--- src/rtl/adc_seqctrl.sv ---
// rtl/adc_seqctrl.sv - SAR ADC conversion sequencer with strobe generation and result buffer
module adc_seqctrl #(
   parameter int MAX_BITS    = 16,
   parameter int COMP_CYCLES = 2
) (
   input  logic                clk,
   input  logic                rst_b,
   input  logic                start,
   input  logic                abort,
   input  logic [4:0]          cfg_nbits,
   input  logic [7:0]          cfg_samp_cycles,
   input  logic                cfg_continuous,
   input  logic                comp_out,
   output logic                seq_init,
   output logic                seq_samp,
   output logic                seq_comp,
   output logic                seq_update,
   output logic                busy,
   output logic [MAX_BITS-1:0] result,
   output logic                result_valid,
   input  logic                result_ready,
   output logic                overrun,
   input  logic                overrun_clr
);

   localparam int BW = (MAX_BITS > 1) ? $clog2(MAX_BITS) : 1;

   typedef enum logic [2:0] {
      S_IDLE, S_INIT, S_SAMP, S_COMP, S_UPDATE, S_DONE
   } state_t;

   state_t              state, next_state;
   logic [7:0]          cnt;
   logic [7:0]          samp_len;
   logic [BW-1:0]       bit_cnt;
   logic [BW-1:0]       nlast;
   logic                cont;
   logic [MAX_BITS-1:0] sreg;
   logic [4:0]          nbits_eff;
   logic                accept, samp_end, comp_end, last_bit, load, drop;
   logic                seq_init_d, seq_samp_d, seq_comp_d, seq_update_d, busy_d;

   assign nbits_eff = (cfg_nbits == 5'd0)            ? 5'd1 :
                      (cfg_nbits > 5'(MAX_BITS))     ? 5'(MAX_BITS) : cfg_nbits;
   assign accept    = (state == S_IDLE) && start && !abort;
   assign samp_end  = (cnt == samp_len - 8'd1);
   assign comp_end  = (cnt == 8'(COMP_CYCLES - 1));
   assign last_bit  = (bit_cnt == nlast);
   // Abort in DONE discards the conversion, so neither the buffer nor overrun moves.
   assign load      = (state == S_DONE) && !abort && (!result_valid || result_ready);
   assign drop      = (state == S_DONE) && !abort && result_valid && !result_ready;

   always_ff @(posedge clk or negedge rst_b) begin
      if (!rst_b) state <= S_IDLE;
      else        state <= next_state;
   end

   always_comb begin
      next_state = state;
      if (abort) begin
         next_state = S_IDLE;
      end else begin
         case (state)
            S_IDLE:   if (start) next_state = S_INIT;
            S_INIT:   next_state = S_SAMP;
            S_SAMP:   if (samp_end) next_state = S_COMP;
            S_COMP:   if (comp_end) next_state = S_UPDATE;
            S_UPDATE: next_state = last_bit ? S_DONE : S_COMP;
            S_DONE:   next_state = cont ? S_INIT : S_IDLE;
            default:  next_state = S_IDLE;
         endcase
      end
   end

   // Strobes are decoded from the next state and registered, so they are glitch-free flops.
   always_comb begin
      seq_init_d   = (next_state == S_INIT);
      seq_samp_d   = (next_state == S_SAMP);
      seq_comp_d   = (next_state == S_COMP);
      seq_update_d = (next_state == S_UPDATE);
      busy_d       = (next_state != S_IDLE);
   end

   always_ff @(posedge clk or negedge rst_b) begin
      if (!rst_b) begin
         seq_init     <= 1'b0;
         seq_samp     <= 1'b0;
         seq_comp     <= 1'b0;
         seq_update   <= 1'b0;
         busy         <= 1'b0;
         cnt          <= 8'd0;
         bit_cnt      <= '0;
         sreg         <= '0;
         nlast        <= '0;
         samp_len     <= 8'd0;
         cont         <= 1'b0;
         result       <= '0;
         result_valid <= 1'b0;
         overrun      <= 1'b0;
      end else begin
         seq_init   <= seq_init_d;
         seq_samp   <= seq_samp_d;
         seq_comp   <= seq_comp_d;
         seq_update <= seq_update_d;
         busy       <= busy_d;

         if ((next_state != state) || (state == S_IDLE)) cnt <= 8'd0;
         else                                            cnt <= cnt + 8'd1;

         if (abort || state == S_INIT)             bit_cnt <= '0;
         else if (state == S_UPDATE && !last_bit)  bit_cnt <= bit_cnt + 1'b1;

         if (state == S_INIT)
            sreg <= '0;
         else if (state == S_COMP && comp_end && !abort)
            sreg <= {sreg[MAX_BITS-2:0], comp_out};

         if (accept) begin
            nlast    <= BW'(nbits_eff - 5'd1);
            samp_len <= (cfg_samp_cycles == 8'd0) ? 8'd1 : cfg_samp_cycles;
            cont     <= cfg_continuous;
         end

         // INIT clears sreg and only N bits are shifted in, so the upper bits are already zero.
         if (load) begin
            result       <= sreg;
            result_valid <= 1'b1;
         end else if (result_valid && result_ready) begin
            result_valid <= 1'b0;
         end

         if (drop)             overrun <= 1'b1;
         else if (overrun_clr) overrun <= 1'b0;
      end
   end

endmodule

--- config.mk ---
export PLATFORM = sky130hd
export DESIGN_NAME = adc_seqctrl
export DESIGN_NICKNAME = d
export VERILOG_FILES = /design/src/rtl/adc_seqctrl.sv
export SDC_FILE = /design/constraint.sdc
export NUM_CORES = 1
export LEC_CHECK = 0
export CELL_PAD_IN_SITES_DETAIL_PLACEMENT = 1
export CELL_PAD_IN_SITES_GLOBAL_PLACEMENT = 1
export CORE_ASPECT_RATIO = 1.2
export CORE_MARGIN = 8
export CORE_UTILIZATION = 43
export DETAILED_ROUTE_END_ITERATION = 7
export PLACE_DENSITY_LB_ADDON = 0.25
export SLEW_MARGIN = 20
export SYNTH_ARGS = -nofsm -noshare
export SYNTH_HDL_FRONTEND = slang
export SYNTH_SLANG_ARGS = --single-unit
--- constraint.sdc ---
create_clock -name clk -period 2.6 [get_ports clk]
set_clock_uncertainty 0.05 [all_clocks]
set_input_delay 0.52 -clock clk [delete_from_list [all_inputs] [get_ports clk]]
set_output_delay 0.52 -clock clk [all_outputs]
set_load 0.02 [all_outputs]
==> impl_metrics.yaml, run 1 <==
status:
  outcome: "completed"
floorplan:
  start_util: 0.4347
  io_pins: 44
  rows: 34
  fp.dieH_um: 109.1
  core_um2: 7147
  die-area_um2: 10210
  fp.dieW_um: 93.60
clock_network:
  cts_resized: 0
  clockRootBuffer: "clkbuf_8"
  insertion_delay_ps: 340
  numCtsBuffers: 9
  ctsHoldBuffers: 0
  clkSinkCount: 67
  path_clk_slew_ps: 70
  postCtsSetupBuffers: 0
  tritoncts: "yes"
  htree_levels: 3
  cts_buffer_depth: 2
synthesis:
  synth_top_family_by_area: "simple AND/OR/NAND/NOR gates"
  yosysSeqAreaShare: 0.5397
  synthAdderAreaFrac: 0.02014
  synth-xor-area-share: 0.06766
  syn_avg_cell_area_um2: 11.64
  synthCells: 267
  yosys.area.top_type: "dfrtp_1"
  synth-seq-cells: 67
  synth_top_area_frac: 0.5397
  synth.area.mux_share: 0.09344
  synth_compound_area_frac: 0.1148
  netlist_area_um2: 3107
  synth.distinct_cells: 43
  synth_enable_flop_cells: 0
  yosys_warnings: 0
  async_reset_ff_frac: 1.000
  synthFlopType: "dfrtp_1"
  synth_fp_nets: 293
  synth_area_leaders: "dfrtp_1 54%, mux2_2 8.7%, a22o_1 4.5%, xor2_1 3.7%, nor2_1 3.1%"
  synthSimpleGateAreaFrac: 0.1345
setup_path:
  worstPathArrival_ps: 2520
  r2r_start: "samp_len[0]"
  rrSetupSlack_ps: 260
  rr_endpoint: "cnt[3]"
  cp_top_family: "compound AO/OA/AOI/OAI gates"
  critPathMaxFanout: 8
  cpMaxStageDelayCell: "dfrtp_1"
  cp-end-kind: "register"
  worst-path-buf-inv: 1
  required_ps: 2770
  path_cells: "inv_1 > ha_1 > o21bai_1 > a2111oi_2 > a311oi_2 > a2111oi_4 > o31a_2 > nor2_1"
  cp-start-kind: "register"
  reg2regPathDepth: 8
  max_stage_delay_ps: 440
  path_class: "register to register"
power_and_ir_drop:
  peakVddDrop_uv: 309.5
  p_leak_nw: 1.717
  power.density_nw_per_um2: 613.4
place:
  gp_congestion: 0.8062
  post-place-ws_ps: 185.5
  io_buffers: 43
  place_hpwl_um: 4969
global_route:
  grt_pass1_vias: 2417
  met2_usage: 0.2538
  antenna_found_initial: 0
  grt_pass1_wl_um: 11810
  grt_overflow: 0
  grtUsageTotal: 0.1486
  use_met1: 0.1712
  busiest_layer: "met2"
  gr-usage-met3: 0.03994
  grt_max_degree: 68
sta:
  fin_crit_sh: 0.9014
  slew_violations: 0
  worst_pin_slew_ps: 570.8
  fin_ws_ps: 256.4
  setup_viol: 0
  report.final.hold_viol_count: 0
  setup_tns_ps: 0
  fin_hold_ws_ps: 141.8
  period_needed_ps: 2344
  grt_setup_unrepaired: "false"
  slew_headroom: 0.6162
  fmax_mhz: 426.7
job:
  cap_violations: 0
cells_and_area:
  multiInputGateArea_um2: 1350
  regArea_um2: 1677
  layout-drive-gt1-share: 0.1745
  antenna_cells: 0
  nets: 343
  area_growth_pct: 24.45
  nFillCells: 781
detailed_routing:
  routed_wl_um: 6868
  routed_via_density: 5.321
  wl_per_cell_um: 16.71
  vias: 2187
  drtIter0Drc: 95
  drc: 0
  dr.pass1.iters: 4
  drt.antenna.violating_nets: 0
hold_path:
  worst_hold_path_type: "input pin to async pin"
report_power, final:
group | switching, mW | internal, mW | total (mW)
clock | 0.384 | 0.434 | 0.818
sequential | 0.0825 | 1.10 | 1.18
combinational | 0.186 | 0.183 | 0.369
worst max-delay path by stage:
stage | startpoint | end | slack, ps | cells past startpoint
final | samp_len[0] | cnt[3] | 260 | 8
after CTS | samp_len[0] | cnt[3] | 170 | 8
after detailed placement | samp_len[0] | cnt[3] | 190 | 8
after floorplan | samp_len[0] | cnt[2] | 300 | 9
after global routing | samp_len[0] | cnt[7] | 70 | 8
after global placement | samp_len[0] | cnt[2] | 260 | 8
per-layer routing:
metal	wire length, um	vias up
li1	-	1043
met1	2954	1103
met2	3538	34
met3	279	7
met4	97	0
met5	0	-
cells in the mapped netlist, drive strengths merged, types with 3 or more instances:
master / count
a21oi: 8
a22o: 16
and3: 4
buf: 7
clkbuf: 5
dfrtp: 67
ha: 5
inv: 9
mux2: 24
nand2: 9
nand2b: 7
nand3: 6
nand3b: 3
nand4: 4
nor2: 27
nor2b: 3
nor3: 5
nor4: 5
o21ai: 7
or3: 3
xnor2: 11
xor2: 13
through the flow:
step,util,power (mW),instance area (um^2),cells
after detailed placement,0.5137,1.572,3671,396
after floorplan,-,1.431,3107,267
final,0.5410,2.372,3866,411
after global placement,0.5137,1.559,3671,396
after CTS,0.5392,2.405,3854,411
after global routing,0.5410,2.506,3866,411
sequential cells by signal, summed over array words and instances, names as in the netlist, 3 cells and up:
signal and flops:
nlast 4, cnt 8, sreg 16, result 16, state 3, bit_cnt 4
samp_len 8
placed cells by master, fill, tap and decap left out, types with 5 or more instances in the layout:
cell,count
clkbuf_8,9
nand3_1,6
nand2b_1,7
a21oi_1,8
clkdlybuf4s50_1,42
ha_1,5
mux2_2,24
xnor2_1,11
inv_1,9
o21ai_0,7
buf_4,6
dfrtp_1,67
xor2_1,13
nand2_1,9
a22o_1,16
nor2_1,26
cells by family after synthesis:
group	count (synthesis)
multiplexers	26
adder cells (fa/ha/maj)	5
flip-flops	67
AND/OR/NAND/NOR	78
XOR/XNOR	24
buffers and inverters	21
AO/OA/AOI/OAI	46
area by class of cell:
cell class	instances	share of cell area
multi-input cells	179	0.3492
clock inverters	5	0.01424
clock buffers	10	0.03301
repair buffers	51	0.1320
well taps	90	0.02913
inverters	9	0.008738
flip-flops and latches	67	0.4337
(Power assumes the default switching activity.)
==> run 2: changes to the inputs <==
Settings changed: ABC_AREA set to 1, CORE_UTILIZATION 43 to 40, SETUP_SLACK_MARGIN set to 0.05.
==> impl_metrics.yaml, run 2 <==
synthesis:
  syn_avg_cell_area_um2: 8.165
  synth-seq-cells: 67
  synth_enable_flop_cells: 0
  yosys-top-cells-count: "105 x nand2_1, 67 x dfrtp_1, 56 x inv_1, 35 x o21ai_0, 29 x nor2_1"
  synthFlopType: "dfrtp_1"
  yosysSeqAreaShare: 0.5238
  netlist_area_um2: 3201
  async_reset_ff_frac: 1.000
  yosys_warnings: 0
  synth_top_area_frac: 0.5238
  synthCells: 392
  synth.distinct_cells: 26
  yosys.area.top_type: "dfrtp_1"
  synth_fp_nets: 418
  yosys.cell_count.top_type: "nand2_1"
  synth_area_leaders: "dfrtp_1 52%, nand2_1 12%, inv_1 6.6%, o21ai_0 5.5%, nand3_1 4.1%"
clock_network:
  ctsHoldBuffers: 0
  cts_buffer_depth: 2
  cts_resized: 0
  tritoncts: "yes"
  clkSinkCount: 67
  htree_levels: 3
  numCtsBuffers: 9
  insertion_delay_ps: 340
  clockRootBuffer: "clkbuf_8"
  path_clk_slew_ps: 80
  postCtsSetupBuffers: 0
cells_and_area:
  layout_common_cells: "105 x nand2_1, 67 x dfrtp_1, 56 x inv_1"
  nFillCells: 947
  fin_cells: 538
  regArea_um2: 1677
  final_common_cell: "nand2_1"
  multiInputGateArea_um2: 1261
  area_growth_pct: 24.75
  nets: 467
  antenna_cells: 0
  reg.largest.list: "result: 16 flops, sreg: 16 flops"
  layout-drive-gt1-share: 0.08744
setup_path:
  crit_top_cell: "nand2_1"
  r2r_start: "samp_len[0]"
  critPathMaxFanout: 8
  cp-start-kind: "register"
  required_ps: 2820
  reg2regPathDepth: 15
  cp-end-kind: "register"
  path_cells: "inv_1 > ha_1 > inv_1 > nand2_1 > nand3_1 > nand2_1 > nor2_1 > nand2_1 > nor2_1 > nand2_1 > nand2_2 > nand2_2 > nand2_2 > nand3_4 > nor2_1"
  cpMaxStageDelayCell: "dfrtp_1"
  path_class: "register to register"
  max_stage_delay_ps: 430
  worstPathArrival_ps: 2370
  rrSetupSlack_ps: 450
  rr_endpoint: "cnt[3]"
global_route:
  grt_pass1_vias: 2856
  antenna_found_initial: 0
  grt_pass1_wl_um: 13050
  grt_overflow: 0
  grtUsageTotal: 0.1431
  grt_max_degree: 47
floorplan:
  fp.dieW_um: 97.66
  core_um2: 7707
  start_util: 0.4153
  io_pins: 44
  die-area_um2: 11130
  fp.dieH_um: 114.0
  rows: 35
status:
  outcome: "completed"
power_and_ir_drop:
  comb_power_share: 0.185
  p_int_mw: 1.990
  power.density_nw_per_um2: 694.8
  p_leak_nw: 1.920
  power.clock.fraction: 0.384
  p_switching_uw: 784.4
  peakVddDrop_uv: 355.4
  seqPwrFrac: 0.431
  p_sw_frac: 0.2828
detailed_routing:
  routed_wl_um: 7494
  dr.pass1.iters: 4
  drt.antenna.violating_nets: 0
  vias: 2650
  wl_per_cell_um: 13.93
  drc: 0
  routed_via_density: 4.926
  drtIter0Drc: 83
sta:
  fin_hold_ws_ps: 100.7
  worst_pin_slew_ps: 643.3
  setup_tns_ps: 0
  fin_ws_ps: 448.1
  slew_violations: 0
  slew_headroom: 0.5710
  period_needed_ps: 2152
  report.final.hold_viol_count: 0
  setup_viol: 0
  fmax_mhz: 464.7
  fin_crit_sh: 0.8276
  grt_setup_unrepaired: "false"
place:
  place_hpwl_um: 5716
  io_buffers: 43
  dpl.cell_count: 522
  post-place-ws_ps: 224.9
  gp_congestion: 0.8292
hold_path:
  worst_hold_path_type: "input pin to async pin"
job:
  cap_violations: 0
[run 2: changes by cell type in the layout (fill, tap and decap cells not counted), sizes merged, moves of 7 or more]
| cell | previous run | this run |
|---|---|---|
| o21ai | 7 | 37 |
| mux2 | 24 | 0 |
| nand2 | 9 | 112 |
| nand2b | 7 | 0 |
| nand3 | 6 | 27 |
| o22ai | 2 | 15 |
| a22o | 16 | 0 |
| nor2 | 27 | 35 |
| inv | 9 | 60 |
| xnor2 | 11 | 4 |
[run 2: worst max-delay path, delay by kind of cell (launching register included)]
kind | cells | cell delay [ps]
adders and majority gates | 1 | 310
buffers and inverters | 2 | 250
DFF | 1 | 430
and+or+nand+nor | 12 | 1040
[run 2: stage by stage]
stage,power [mW],utilization,area [um^2]
after global placement,1.709,0.4856,3742
after global routing,2.926,0.5180,3993
final,2.774,0.5180,3993
after detailed placement,1.734,0.4856,3742
after floorplan,1.537,-,3201
after CTS,2.807,0.5180,3993
[run 2: logic make-up after synthesis]
group,share of synthesized area
compound gates,0.09812
simple gates,0.2463
flops,0.5238
xor+xnor,0.03010
fa+ha+maj,0.01955
buf+inv,0.08209
[run 2: worst max path at each step]
stage | endpoint | slack (ps) | cells after the start | startpoint
floorplan | cnt[0] | 880 | 15 | samp_len[0]
global placement | sreg[9] | 360 | 6 | abort
detailed placement | sreg[6] | 220 | 6 | abort
CTS | cnt[3] | 450 | 15 | samp_len[0]
global route | cnt[2] | 190 | 15 | samp_len[0]
finish | cnt[3] | 450 | 15 | samp_len[0]
[run 2: routing by layer]
layer,GRT usage,part of all wire,vias up
met2,0.2645,0.53,36
met5,0,0,-
li1,-,-,1342
met4,0.05769,0.012,0
met3,0.03809,0.040,9
met1,0.1497,0.42,1263
[run 2: power by group through the flow]
stage / Combinational [mW] / Sequential [mW] / Clock [mW]
after floorplan: 0.319 / 1.22 / 0
after global placement: 0.498 / 1.21 / 0
after detailed placement: 0.518 / 1.22 / 0
after CTS: 0.523 / 1.20 / 1.09
after global routing: 0.587 / 1.21 / 1.13
final: 0.514 / 1.19 / 1.07
[run 2: layout make-up]
type,count,area share
sequential,67,0.4199
clock buffer,10,0.03447
multi-input combinational,256,0.3159
timing repair buffer,46,0.1153
tap,92,0.02883
inverter,61,0.05735
clock inverter,6,0.02820
